`config.mk`:
```
export PLATFORM = sky130hd
export DESIGN_NAME = led_scanner
export DESIGN_NICKNAME = d
export VERILOG_FILES = /design/src/rtl/led_pkg.sv /design/src/rtl/led_prescaler.sv /design/src/rtl/led_scanner.sv
export SDC_FILE = /design/constraint.sdc
export NUM_CORES = 1
export LEC_CHECK = 0
export CAP_MARGIN = 20
export CORE_MARGIN = 4
export CORE_UTILIZATION = 40
export DETAILED_ROUTE_END_ITERATION = 10
export PLACE_DENSITY = 0.7
export SYNTH_ARGS = -nofsm -noshare
export SYNTH_HDL_FRONTEND = slang
export SYNTH_SLANG_ARGS = --single-unit
```
`constraint.sdc`:
```
create_clock -name clock -period 5.1 [get_ports clock]
set_clock_uncertainty 0.05 [all_clocks]
set_input_delay 1.275 -clock clock [delete_from_list [all_inputs] [get_ports clock]]
set_output_delay 1.275 -clock clock [all_outputs]
set_load 0.05 [all_outputs]
```
`src/rtl/led_pkg.sv`:
```
// Shared types and constants for the LED scanner: run modes, the
// direction state encoding and the pattern loaded on reset or recovery.
package led_pkg;

  typedef enum logic [1:0] {
    MODE_BOUNCE    = 2'b00,
    MODE_ROT_LEFT  = 2'b01,
    MODE_ROT_RIGHT = 2'b10,
    MODE_HOLD      = 2'b11
  } mode_t;

  typedef enum logic {
    S_LEFT  = 1'b0,
    S_RIGHT = 1'b1
  } dir_t;

  localparam int unsigned LED_RESET_PATTERN = 1;

endpackage

```
`src/rtl/led_prescaler.sv`:
```
// Step-rate prescaler: emits a one-cycle tick every step_div+1 enabled
// cycles; freezes while enable is low.
module led_prescaler #(
  parameter int DIV_WIDTH = 24
) (
  input  logic                 clock,
  input  logic                 reset,
  input  logic                 enable,
  input  logic [DIV_WIDTH-1:0] step_div,
  output logic                 tick
);

  localparam logic [DIV_WIDTH-1:0] CNT_ONE = DIV_WIDTH'(1);

  logic [DIV_WIDTH-1:0] count_q;
  logic [DIV_WIDTH-1:0] count_d;

  always_ff @(posedge clock or posedge reset) begin
    if (reset) begin
      count_q <= '0;
    end else begin
      count_q <= count_d;
    end
  end

  // >= rather than == so lowering step_div below the count ticks at once
  always_comb begin
    tick    = 1'b0;
    count_d = count_q;
    if (enable) begin
      if (count_q >= step_div) begin
        tick    = 1'b1;
        count_d = '0;
      end else begin
        count_d = count_q + CNT_ONE;
      end
    end
  end

endmodule

```
`src/rtl/led_scanner.sv`:
```
// One-hot LED scanner: bounces or rotates a single lit LED across WIDTH
// outputs, one step per prescaler tick, with a pulse on each end event.
module led_scanner
  import led_pkg::*;
#(
  parameter int WIDTH     = 8,
  parameter int DIV_WIDTH = 24
) (
  input  logic                 clock,
  input  logic                 reset,
  input  logic                 enable,
  input  logic [1:0]           mode,
  input  logic [DIV_WIDTH-1:0] step_div,
  output logic [WIDTH-1:0]     led_out,
  output logic                 dir_out,
  output logic                 end_pulse
);

  logic             tick;
  dir_t             state_q, state_d;
  logic [WIDTH-1:0] led_q, led_d;
  logic             end_q, end_d;

  led_prescaler #(
    .DIV_WIDTH(DIV_WIDTH)
  ) u_prescaler (
    .clock    (clock),
    .reset    (reset),
    .enable   (enable),
    .step_div (step_div),
    .tick     (tick)
  );

  always_ff @(posedge clock or posedge reset) begin
    if (reset) begin
      state_q <= S_LEFT;
      led_q   <= WIDTH'(LED_RESET_PATTERN);
      end_q   <= 1'b0;
    end else begin
      state_q <= state_d;
      led_q   <= led_d;
      end_q   <= end_d;
    end
  end

  always_comb begin
    state_d = state_q;
    led_d   = led_q;
    end_d   = 1'b0;
    if (tick) begin
      // A corrupted pattern is repaired in every mode, HOLD included
      if (!$onehot(led_q)) begin
        led_d   = WIDTH'(LED_RESET_PATTERN);
        state_d = S_LEFT;
      end else begin
        case (mode_t'(mode))
          MODE_BOUNCE: begin
            if (state_q == S_LEFT) begin
              if (led_q[WIDTH-1]) begin
                state_d = S_RIGHT;
                led_d   = led_q >> 1;
                end_d   = 1'b1;
              end else begin
                led_d = led_q << 1;
              end
            end else begin
              if (led_q[0]) begin
                state_d = S_LEFT;
                led_d   = led_q << 1;
                end_d   = 1'b1;
              end else begin
                led_d = led_q >> 1;
              end
            end
          end
          MODE_ROT_LEFT: begin
            state_d = S_LEFT;
            led_d   = {led_q[WIDTH-2:0], led_q[WIDTH-1]};
            end_d   = led_q[WIDTH-1];
          end
          MODE_ROT_RIGHT: begin
            state_d = S_RIGHT;
            led_d   = {led_q[0], led_q[WIDTH-1:1]};
            end_d   = led_q[0];
          end
          default: begin
            state_d = state_q;
            led_d   = led_q;
          end
        endcase
      end
    end
  end

  always_comb begin
    led_out   = led_q;
    dir_out   = (state_q == S_RIGHT);
    end_pulse = end_q;
  end

endmodule

```
# [Word-level counts from Yosys, hierarchy flattened]
# Cells that the tools add are included.
[word_totals] register_bits=34 latch_bits=0 ramBits=0 romBits=0 inputBits=29 out_inout_bits=10 memories=0
[op_classes] addsub=8 n_mul=0 div_mod_pow=0 magnitude_cmp=1 eq_ne=4 shift=0 muxes=18 bitwise_logic=0 n_reduce_logical=2
[op_table] operator="2-to-1 mux 8 bit" count=4
[op_table] operator="adder 24 x 1 -> 24 bit, second input constant" count=1
[op_table] operator=">= comparator 24 bit" count=1
[op_table] operator="2-to-1 mux 24 bit" count=1
[op_table] operator="case mux 8 bit (3 select lines)" count=1
[op_table] operator="2-to-1 mux 1 bit" count=10
[op_table] operator="adder 1 x 1 -> 2 bit" count=4
[op_table] operator="adder 2 x 2 -> 3 bit" count=2
[op_table] operator="case mux 1 bit (3 select lines)" count=2
[op_table] operator="adder 3 x 3 -> 4 bit" count=1
[op_table] operator="== test 4 x 1 -> 1 bit, second input constant" count=1
[op_table] operator="inequality test 4 x 1 -> 1 bit, second input constant" count=1
[op_table] operator="== test 2 x 1 -> 1 bit, second input constant" count=1
[op_table] operator="== test 2 bit, second input constant" count=1
[op_table] operator="logical NOT 2 bit" count=1
[op_table] operator="AND reduction 2 bit" count=1

# [Longest topological paths before layout]
[logic_depth] ltp_word=6 depth_mapped=13 depth_no_buf=13

# [By module]
# A second synthesis with hierarchy kept.
[hier_totals] hier_cells=299 hier_area_um2=2836.5
[by_module_without_submodules] module="led_prescaler" instances=1 cells_each=215 area_per_inst_um2=1966.9 seq_area_each_um2=600.6
[by_module_without_submodules] module="led_scanner" instances=1 cells_each=84 area_per_inst_um2=869.6 seq_area_each_um2=251.5

# [Worst setup path before layout]
# OpenSTA, ideal clock, no wires.
[synth_path] kind="register -> register" from="reg led_q[0] (netlist: led_out[0])" to="reg state_q (netlist: dir_out)" setup_ns=0.068 arrival_ns=3.970 t_required_ns=4.982 slack_ns=1.012 stages_incl_launch_ff=13 period_less_slack_ns=4.088 cell_sequence="dfstp_2 inv_1 fa_1 fa_1 fa_1 inv_1 ha_1 inv_1 fa_1 a2111oi_0 o211ai_1 o211ai_2 a32o_1"
[synth_via] elab_chain_cells=6 word_cells_on_any_way=10 cone_classes="add/sub (3); eq/ne (2); mux (4); reduce/logical (1)"
[synth_rtl] item="start, declared" line_no="led_scanner.sv:21" text="logic [WIDTH-1:0] led_q, led_d;"
[synth_rtl] item="start signal, assigned" line_no="led_scanner.sv:37" text="led_q <= WIDTH'(LED_RESET_PATTERN);"
[synth_rtl] item="start signal, assigned" line_no="led_scanner.sv:41" text="led_q <= led_d;"
[synth_rtl] item="adder 1 x 1 -> 2 bit (not written as such)" line_no="led_scanner.sv:52" text="if (!$onehot(led_q)) begin"
[synth_rtl] item="adder 2 x 2 -> 3 bit (not written as such)" line_no="led_scanner.sv:52"
[synth_rtl] item="adder 3 x 3 -> 4 bit (not written as such)" line_no="led_scanner.sv:52"
[synth_rtl] item="== test 4 x 1 -> 1 bit" line_no="led_scanner.sv:52"
[synth_rtl] item="inequality test 4 x 1 -> 1 bit (no line)"
[synth_rtl] item="AND reduction 2 bit (no line)"
[synth_rtl] item="end signal, assigned" line_no="led_scanner.sv:40" text="state_q <= state_d;"
[synth_rtl] item="end, declared" line_no="led_scanner.sv:20" text="dir_t state_q, state_d;"
# Parallel ways exist; a longest one is shown, timed or not.
# A chain may end at the register's enable or synchronous reset.

# [Worst setup path in the final report]
# Ends and elaborated chain as after synthesis.

==> run_results.csv <==
group,metric,value,unit
status,status,"completed",
global_routing,met1_usage,19.9,%
yosys,ys_async_sr_fraction,100,%
global_routing,grt_max_degree,35,
yosys,ys_seq_area_share,32.2,%
yosys,synth_nets,366,
worst_setup_path,r2r_end,"dir_out$_DFFE_PP0P_",
cells_and_area,areaGrowthSynthToFinish,19.4,%
power_and_ir_drop,leakage,1.50,nW
worst_setup_path,path_buf_inv,3,
placement,hpwl,4290,microns
clock_network,cts_htree_levels,2,
sta,min_period,4.25,ns
worst_setup_path,crit_slowest_cell,"dfstp_2",
floorplanning,initial_utilization,41.5,%
worst_setup_path,worst_ep_arrival_time,4.42,ns
yosys,synth_area,2650,sq um
global_routing,antenna_found_initial,0,
clock_network,cts-resized-gates,0,
global_routing,grt_pass1_vias,2186,
detailed_routing,num_vias,2181,
worst_setup_path,required,5.27,ns
clock_network,cts_made_buffers,5,
global_routing,grt_overflow_total,0,
worst_setup_path,slowest_delay,0.59,ns
min_path,hold_path_startpoint,"led_out[0]$_DFFE_PP1P_",
yosys,synth.distinct_cells,49,
placement,port_buffers,38,
yosys,syn_area_per_cell,8.83,sq um
detailed_routing,ant_nets,0,
sta,drv_slew,0,
floorplanning,core_region_area,6390,sq um
worst_setup_path,crit_family,"adder cells",
yosys,yosys-top-cells-count,"46 x inv_1, 33 x dfrtp_1, 33 x ha_1",
yosys,yosysWarnings,0,
sta,hold_viol_final,0,
floorplanning,ios,39,
floorplanning,rows,29,
yosys,synthFlopType,"dfrtp_1",
worst_setup_path,cp-end-kind,"flip-flop",
floorplanning,fp.dieH,89.4,microns
floorplanning,die-width,89.4,microns
cells_and_area,antenna_cells,0,
clock_network,clockRootBuffer,"clkbuf_8",
clock_network,clock_latency,0.29,ns
flow_run,maxCapViolCount,0,
yosys,ys_ff_latch,34,
yosys,synth.top_cells.by_area,"dfrtp_1 31%, ha_1 16%, inv_1 6.5%",
cells_and_area,fin_cells,417,
yosys,yosys.area.top_type,"dfrtp_1",
sta,rsz0062_at_grt,"false",
sta,fin_tns_setup,0,ns
global_routing,grt_busiest_layer,"met2",
cells_and_area,utilization,49.5,%
global_routing,grt_first_pass_wirelength,9670,microns
detailed_routing,wl_per_cell,13.7,microns
clock_network,clk_pin_slew,0.06,ns
sta,worst_pin_slew,0.647,ns
worst_setup_path,critical_path_peak_fanout,8,
min_path,worstHoldPathCells,1,
placement,place_congestion,0.846,
global_routing,use_met2,25.7,%
cells_and_area,drive_above_1_share,5.88,%
detailed_routing,drtIter0Drc,88,
min_path,hp-class,"flip-flop to flip-flop",
clock_network,cts_hold_buf,0,
clock_network,postCtsSetupBuffers,0,
detailed_routing,drt_pass1_iterations,4,
min_path,whs_endpoint,"led_out[0]$_DFFE_PP1P_",
clock_network,cts_sinks,34,
yosys,synthCells,300,
worst_setup_path,start_kind,"flip-flop",
sta,setup_viol,0,
yosys,synth_top_area_share,31.2,%
sta,hold_ws,0.475,ns
worst_setup_path,r2r-start,"led_out[0]$_DFFE_PP1P_",
clock_network,clock_path_buffers,2,
detailed_routing,routed_wl,5710,microns
sta,slew_headroom,56.4,%
detailed_routing,drc_errors,0,
worst_setup_path,path_cells,"inv_1, fa_1, fa_1, fa_1, inv_1, ha_1, inv_1, fa_1, a2111oi_0, o211ai_1, o211ai_2, a32o_1",
floorplanning,design.die.area,7990,sq um
sta,period_share,83.3,%
yosys,yosysMostFrequentCell,"inv_1",
worst_setup_path,r2r_slack,0.85,ns
worst_setup_path,crit_top_cell,"fa_1",
global_routing,met3_usage,3.87,%
sta,fmax,235,MHz
global_routing,grtUsageTotal,15.5,%
cells_and_area,nNetsFinal,405,
power_and_ir_drop,irDropWorstVdd,0.000101,V
worst_setup_path,worstSetupPathType,"flip-flop to flip-flop",
placement,dp_cells,409,
worst_setup_path,r2r_cells,12,
yosys,synth-edff-count,0,
power_and_ir_drop,power_density,217,nW/um^2
clock_network,cts_tree,"done",
detailed_routing,vias_per_cell,5.23,
==> sequential cells by signal, summed over array words and instances (netlist names) <==
signal               cells
u_prescaler.count_q     24
led_out                  8
dir_out                  1
end_pulse                1
==> cells in the final DEF, fill, tap and decap left out, types with 3 or more instances in the layout <==
master,netlist,final
nand4_1,10,10
inv_1,46,46
nor3_1,4,4
clkdlybuf4s50_1,0,38
xor2_1,16,16
a22oi_1,5,5
nand3_1,12,12
o2bb2ai_1,9,9
nand2_1,26,26
dfrtp_1,33,33
o22ai_1,3,3
ha_1,33,33
a21oi_1,14,14
xnor2_1,3,3
clkbuf_8,1,6
fa_1,4,4
o21ai_0,10,10
nor2_1,29,29
==> stage by stage <==
step	cell area [sq um]	power, mW	worst slack, ns
6_report	3160	0.685	0.851
5_1_grt	3160	0.734	0.610
4_1_cts	3160	0.696	0.866
3_5_place_dp	3070	0.485	0.888
3_3_place_gp	3070	0.478	0.942
2_1_floorplan	2650	0.431	1.01
==> metal layers <==
layer,routed length [microns],vias up
met5,0,-
met4,114,0
met3,240,11
met2,2690,42
met1,2670,1019
li1,-,1109
==> cell families after synthesis <==
kind of cell | after synthesis | synth area share, %
muxes | 2 | 0.850
buffers and inverters | 53 | 8.88
adders and majority gates | 37 | 18.6
AOI/OAI and AO/OA | 58 | 15.7
DFF | 34 | 32.2
xor gates and xnor gates | 19 | 6.28
and+or+nand+nor | 97 | 17.6
==> where the power goes <==
group | leakage, nW | switching [mW] | internal [mW]
clock network | 0.0482 | 0.0995 | 0.109
registers | 0.457 | 0.0316 | 0.292
logic | 0.995 | 0.0710 | 0.0817
==> worst max-delay path by stage <==
| stage | start | end | depth (start not counted) |
|---|---|---|---|
| floorplan | led_out[0]$_DFFE_PP1P_ | dir_out$_DFFE_PP0P_ | 12 |
| global placement | led_out[0]$_DFFE_PP1P_ | led_out[3]$_DFFE_PP0P_ | 13 |
| finish | led_out[0]$_DFFE_PP1P_ | dir_out$_DFFE_PP0P_ | 12 |
| detailed placement | led_out[0]$_DFFE_PP1P_ | led_out[6]$_DFFE_PP0P_ | 13 |
| global route | led_out[0]$_DFFE_PP1P_ | led_out[7]$_DFFE_PP0P_ | 13 |
| CTS | led_out[0]$_DFFE_PP1P_ | led_out[6]$_DFFE_PP0P_ | 13 |
==> layout make-up <==
class	instances	area, sq um
multi-input cells	213	1560
clock inverters	1	5.00
repair buffers	39	388
inverters	46	173
well taps	77	96.3
flip-flops and latches	34	852
clock buffers	7	86.3
fillers	633	3220
Power figures use the tool's default switching activity.
